--- config.mk ---
export PLATFORM = sky130hd
export DESIGN_NAME = pwm_multichannel
export DESIGN_NICKNAME = d
export VERILOG_FILES = /design/src/rtl/pwm_pkg.sv /design/src/rtl/pb_debounce.sv /design/src/rtl/pwm_multichannel.sv
export SDC_FILE = /design/constraint.sdc
export NUM_CORES = 1
export LEC_CHECK = 0
export BUFFER_PORTS_ARGS = -buffer_cell sky130_fd_sc_hd__buf_2
export CAP_MARGIN = 25
export CORE_UTILIZATION = 40
export DETAILED_ROUTE_END_ITERATION = 8
export GPL_TIMING_DRIVEN = 0
export PLACE_DENSITY_LB_ADDON = 0.25
export SLEW_MARGIN = 20
export SYNTH_ARGS = -nofsm -noshare
export SYNTH_HDL_FRONTEND = slang
export SYNTH_SLANG_ARGS = --single-unit
--- constraint.sdc ---
create_clock -name clk -period 3.66 [get_ports clk]
set_input_delay 0.549 -clock clk [delete_from_list [all_inputs] [get_ports clk]]
set_output_delay 0.549 -clock clk [all_outputs]
set_load 0.02 [all_outputs]
--- src/rtl/pwm_pkg.sv ---
// Shared types and constants for the multichannel PWM block.
package pwm_pkg;

  typedef enum logic [1:0] {
    IDLE      = 2'd0,
    WAIT_HIGH = 2'd1,
    HELD      = 2'd2,
    WAIT_LOW  = 2'd3
  } deb_state_e;

  localparam logic EDGE   = 1'b0;
  localparam logic CENTER = 1'b1;

endpackage

--- src/rtl/pb_debounce.sv ---
// Push-button conditioner: 2-flop synchronizer, debounce FSM, one-cycle press pulse.
module pb_debounce
  import pwm_pkg::*;
#(
  parameter int DEB_CYCLES = 4
) (
  input  logic clk,
  input  logic rst,
  input  logic pb,
  output logic press
);

  localparam int CW = $clog2(DEB_CYCLES + 1);

  logic [1:0]    sync_ff;
  logic          sync;
  logic [CW-1:0] cnt;
  logic          done;
  deb_state_e    state, state_nxt;

  assign sync = sync_ff[1];
  assign done = (cnt == CW'(DEB_CYCLES - 1));

  always_ff @(posedge clk or posedge rst) begin
    if (rst) sync_ff <= '0;
    else     sync_ff <= {sync_ff[0], pb};
  end

  // cnt counts matching samples while waiting; any state change restarts it
  always_ff @(posedge clk or posedge rst) begin
    if (rst) begin
      state <= IDLE;
      cnt   <= '0;
    end else begin
      state <= state_nxt;
      if (state_nxt != state)                         cnt <= '0;
      else if (state == WAIT_HIGH || state == WAIT_LOW) cnt <= cnt + CW'(1);
    end
  end

  always_comb begin
    state_nxt = state;
    unique case (state)
      IDLE:      if (sync)  state_nxt = WAIT_HIGH;
      WAIT_HIGH: if (!sync) state_nxt = IDLE;
                 else if (done) state_nxt = HELD;
      HELD:      if (!sync) state_nxt = WAIT_LOW;
      WAIT_LOW:  if (sync)  state_nxt = HELD;
                 else if (done) state_nxt = IDLE;
      default:   state_nxt = IDLE;
    endcase
  end

  always_comb begin
    press = (state == WAIT_HIGH) && (state_nxt == HELD);
  end

endmodule

--- src/rtl/pwm_multichannel.sv ---
// Multichannel PWM with shared edge/center-aligned counter and debounced
// inc/dec buttons adjusting the duty of the selected channel.
module pwm_multichannel
  import pwm_pkg::*;
#(
  parameter  int N_CH       = 4,
  parameter  int CNT_W      = 8,
  parameter  int STEP       = 16,
  parameter  int DEB_CYCLES = 4,
  localparam int SEL_W      = (N_CH > 1) ? $clog2(N_CH) : 1
) (
  input  logic             clk,
  input  logic             rst,
  input  logic             pb_inc,
  input  logic             pb_dec,
  input  logic [SEL_W-1:0] ch_sel,
  input  logic             center_mode,
  output logic [N_CH-1:0]  pwm_out,
  output logic [CNT_W-1:0] duty_sel
);

  localparam logic [CNT_W:0]   MAX_X  = (CNT_W+1)'(2**CNT_W - 1);
  localparam logic [CNT_W:0]   STEP_X = (CNT_W+1)'(STEP);
  localparam logic [CNT_W-1:0] TOP    = CNT_W'(2**CNT_W - 2);

  logic                        inc_p, dec_p;
  logic [CNT_W-1:0]            cnt;
  logic                        dir_down;
  logic                        mode_q, mode_eff;
  logic                        period_start;
  logic [N_CH-1:0]             sel_hit;
  logic [N_CH-1:0]             pwm_next;
  logic [N_CH-1:0][CNT_W-1:0]  duty;

  pb_debounce #(.DEB_CYCLES(DEB_CYCLES)) u_deb_inc (
    .clk   (clk),
    .rst   (rst),
    .pb    (pb_inc),
    .press (inc_p)
  );

  pb_debounce #(.DEB_CYCLES(DEB_CYCLES)) u_deb_dec (
    .clk   (clk),
    .rst   (rst),
    .pb    (pb_dec),
    .press (dec_p)
  );

  // Mode is sampled only at period start so the counter never jumps.
  assign period_start = (cnt == '0) && !dir_down;
  assign mode_eff     = period_start ? center_mode : mode_q;

  always_ff @(posedge clk or posedge rst) begin
    if (rst) begin
      cnt      <= '0;
      dir_down <= 1'b0;
      mode_q   <= EDGE;
    end else begin
      if (period_start) mode_q <= center_mode;
      if (mode_eff == CENTER) begin
        // turning points hold for one extra cycle via the direction flip
        if (!dir_down) begin
          if (cnt == TOP) dir_down <= 1'b1;
          else            cnt      <= cnt + CNT_W'(1);
        end else begin
          if (cnt == '0)  dir_down <= 1'b0;
          else            cnt      <= cnt - CNT_W'(1);
        end
      end else begin
        cnt      <= (cnt == TOP) ? '0 : cnt + CNT_W'(1);
        dir_down <= 1'b0;
      end
    end
  end

  for (genvar i = 0; i < N_CH; i++) begin : g_ch
    logic [CNT_W-1:0] duty_r, act_r;
    logic [CNT_W:0]   sum_up, sum_dn;

    assign sel_hit[i] = ({1'b0, ch_sel} == (SEL_W+1)'(i));
    assign sum_up     = {1'b0, duty_r} + STEP_X;
    assign sum_dn     = {1'b0, duty_r} - STEP_X;
    assign duty[i]    = duty_r;
    // the shadow loads at period start, so the new value is already in play
    assign pwm_next[i] = cnt < (period_start ? duty_r : act_r);

    always_ff @(posedge clk or posedge rst) begin
      if (rst) begin
        duty_r <= '0;
        act_r  <= '0;
      end else begin
        if (sel_hit[i] && inc_p && !dec_p)
          duty_r <= (sum_up > MAX_X) ? MAX_X[CNT_W-1:0] : sum_up[CNT_W-1:0];
        else if (sel_hit[i] && dec_p && !inc_p)
          duty_r <= sum_dn[CNT_W] ? '0 : sum_dn[CNT_W-1:0];
        if (period_start) act_r <= duty_r;
      end
    end
  end

  always_ff @(posedge clk or posedge rst) begin
    if (rst) pwm_out <= '0;
    else     pwm_out <= pwm_next;
  end

  always_comb begin
    duty_sel = '0;
    for (int i = 0; i < N_CH; i++)
      if (sel_hit[i]) duty_sel = duty[i];
  end

endmodule

==> impl_results.md <==
* CP required at just under 4 ns
* Via count at around 3900
* CTS Buffer Depth at 2
* Mapped Cells at ~510
* Yosys warns at 0
* FP Rows at 40
* Post-CTS Setup Inserts at 0
* Tcrit/Tclk final at a little over 90%
* CP endpoint kind: flop
* Grt total ovfl at 0
* Static Leak at 2.82 nW
* Vias in the first global route at 3838
* Gpl congestion at 0.829
* Synth unique cells at 64
* Highest clock rate at roughly 300 MHz
* IO Pins at 19
* Syn Area/Cell at slightly below 10 um2
* Hold Fails Final Rpt at 0
* Routed length per placed instance at 16.1 um
* MaxCap Viol Count at 0
* Worst-path clk slew at approximately 0.06 ns
* Dpl hpwl at approximately 8000 um
* Initial antenna violation count at 0
* Final setup violation count at 0
* HP Class: in2async
* DR DRC count at 0
* Final ANT Viol Nets at 0
* Fin util at between 40% and 50%
* Starting Density at between 40% and 50%
* Post-synth EDFFs at 0
* Critical Path Start Type: flop
* Slew HR at approximately 64%
* Final wirelength at ~11000 um
* Design area at 5680 um2
* CTS sink count at 80
* H-tree Lvls at 3
* Slew Limit Fails at 0
* Share of layout cells above drive strength 1 at 11.3%
* Most frequent cells in the layout: dfrtp_1, ha_1, inv_1
* Syn_nets at about 560
* Worst Path Max Fanout at 19
* Worst skew pair latency at about 0.33 ns
* Max IR drop VDD at between 0.2 and 0.3 mV
* Worst Path Arrival at 3.60 ns
* Diodes inserted at 0
* Clk root buf: clkbuf_16
* Core footprint at approximately 12000 um2
* Outcome: finished clean
* P&R area growth vs syn at 13.5%
* CTS tree: done
* First-pass GRT wire length at ~19000 um
* TritonCTS Buffers at 9
* Fin crit period at approximately 3.4 ns
* Maximum number of pins on one net before global-route repair at just over 50
* Flops & latches, synth at 80
* PD cells at around 460 nW/um2
* Final Net Count at 590
* Most common cell after layout, fill and taps aside: dfrtp_1
* Post-synthesis sequential area ratio at between 40% and 50%
* Slew of the pin with the lowest slew margin at 0.542 ns
* Synth Cell Area at around 5000 um2
* GRT Util Overall at a little under a fifth
* Setup Skew at approximately 0.0044 ns
* DRT iter0 DRCs at ~350
* Die Span Y at 114 um
* WHS at 0.227 ns
* Ys async rst share at 100%
* First-pass detailed-route iteration total at 4
* Worst setup path class: reg2reg
* Area of placed instances at roughly 5300 um2
* Die X-Extent at about 110 um
* Top FF cell, synth: dfrtp_1
* Avg Vias per Cell at 5.56
* I/O Buffers at 18
* R2R setup slack at 0.27 ns
* Die footprint at roughly 13000 um2
==> cells by family after synthesis <==
| family | after synthesis | share of synthesized area (%) |
|---|---|---|
| buffers and inverters | 74 | 6.00 |
| muxes | 28 | 6.97 |
| adders and majority gates | 49 | 12.2 |
| AOI/OAI and AO/OA | 134 | 17.8 |
| DFF | 80 | 40.0 |
| and+or+nand+nor | 129 | 15.0 |
| xor gates and xnor gates | 12 | 2.10 |
==> cells in the mapped netlist, types with 12 or more instances <==
library cell,number,area [um2]
nor2_1,14,52.6
nand2_1,32,120
dfrtp_1,80,2000
o21ai_1,16,80.1
mux2i_1,20,200
a21oi_1,30,150
ha_1,48,601
nand3b_1,12,90.1
nand3_1,12,60.1
clkbuf_1,16,60.1
inv_1,48,180
o21ai_0,12,60.1
a21o_1,17,128
==> per-layer routing <==
layer	global-route usage, %	wire (um)	vias up
met5	0	0	-
met4	6.23	206	0
met3	3.13	423	17
met2	30.4	5390	86
met1	25.6	5390	1930
li1	-	-	1901
==> state kept, by name (all words and copies together) (netlist names), 2 cells and up <==
register / cells
cnt: 8
u_deb_dec.sync_ff: 2
u_deb_dec.cnt: 3
g_ch.act_r: 32
u_deb_inc.cnt: 3
g_ch.duty_r: 20
pwm_out: 4
u_deb_inc.state: 2
u_deb_inc.sync_ff: 2
u_deb_dec.state: 2
==> stage by stage <==
| step | total power [mW] | TNS, ns | std cells | worst slack (ns) |
|---|---|---|---|---|
| floorplan | 1.45 | 0 | 506 | 0.767 |
| global placement | 1.57 | -3.64 | 692 | -0.266 |
| detailed placement | 1.59 | -0.472 | 693 | -0.229 |
| CTS | 2.65 | 0 | 707 | 0.125 |
| global route | 2.77 | -0.0118 | 707 | -0.0118 |
| finish | 2.63 | 0 | 707 | 0.273 |
==> where the power goes <==
part / total, mW / internal (mW) / leakage (nW) / switching, mW
combinational: 0.528 / 0.220 / 1.62 / 0.308
sequential: 1.05 / 0.958 / 1.03 / 0.0915
clock: 1.05 / 0.683 / 0.169 / 0.369
==> repair_timing <==
| action | CTS | global route |
|---|---|---|
| endpoints found under the setup margin | 3 | 4 |
| gates cloned | 0 | 0 |
| resized for setup | 0 | 4 |
| hold buffers | 0 | 0 |
==> worst max-delay path, cell delays in order, from the launching register on <==
cell and delay (ns):
dfrtp_1 0.38, clkbuf_1 0.24, inv_1 0.18, ha_1 0.20, nor4b_4 0.37, nand2_2 0.19
clkbuf_4 0.32, a21oi_1 0.25, ha_1 0.27, a2111oi_0 0.42, a211oi_1 0.14, a211oi_1 0.31
==> final timing paths <==
path | cells after the start | endpoint | startpoint
min in group clk | 1 | u_deb_dec.sync_ff[0]$_DFF_PP0_ | pb_dec
max in group asynchronous | 3 | g_ch[3].act_r[0]$_DFF_PP0_ | rst
max reg2reg | 11 | pwm_out[3]$_DFF_PP0_ | cnt[0]$_DFFE_PP0P_
max | 11 | pwm_out[3]$_DFF_PP0_ | cnt[0]$_DFFE_PP0P_
min reg2reg | 0 | u_deb_dec.sync_ff[1]$_DFF_PP0_ | u_deb_dec.sync_ff[0]$_DFF_PP0_
min | 2 | pwm_out[1]$_DFF_PP0_ | rst
==> final cells by class <==
| cell class | count | area, um2 |
|---|---|---|
| fillers | 1182 | 6430 |
| multi-input cells | 352 | 2710 |
| flip-flops and latches | 80 | 2000 |
| clock buffers | 10 | 239 |
| well taps | 168 | 210 |
| inverters | 48 | 183 |
| plain buffers | 25 | 120 |
| repair buffers | 19 | 118 |
| clock inverters | 5 | 104 |
Power figures use the tool's default switching activity.
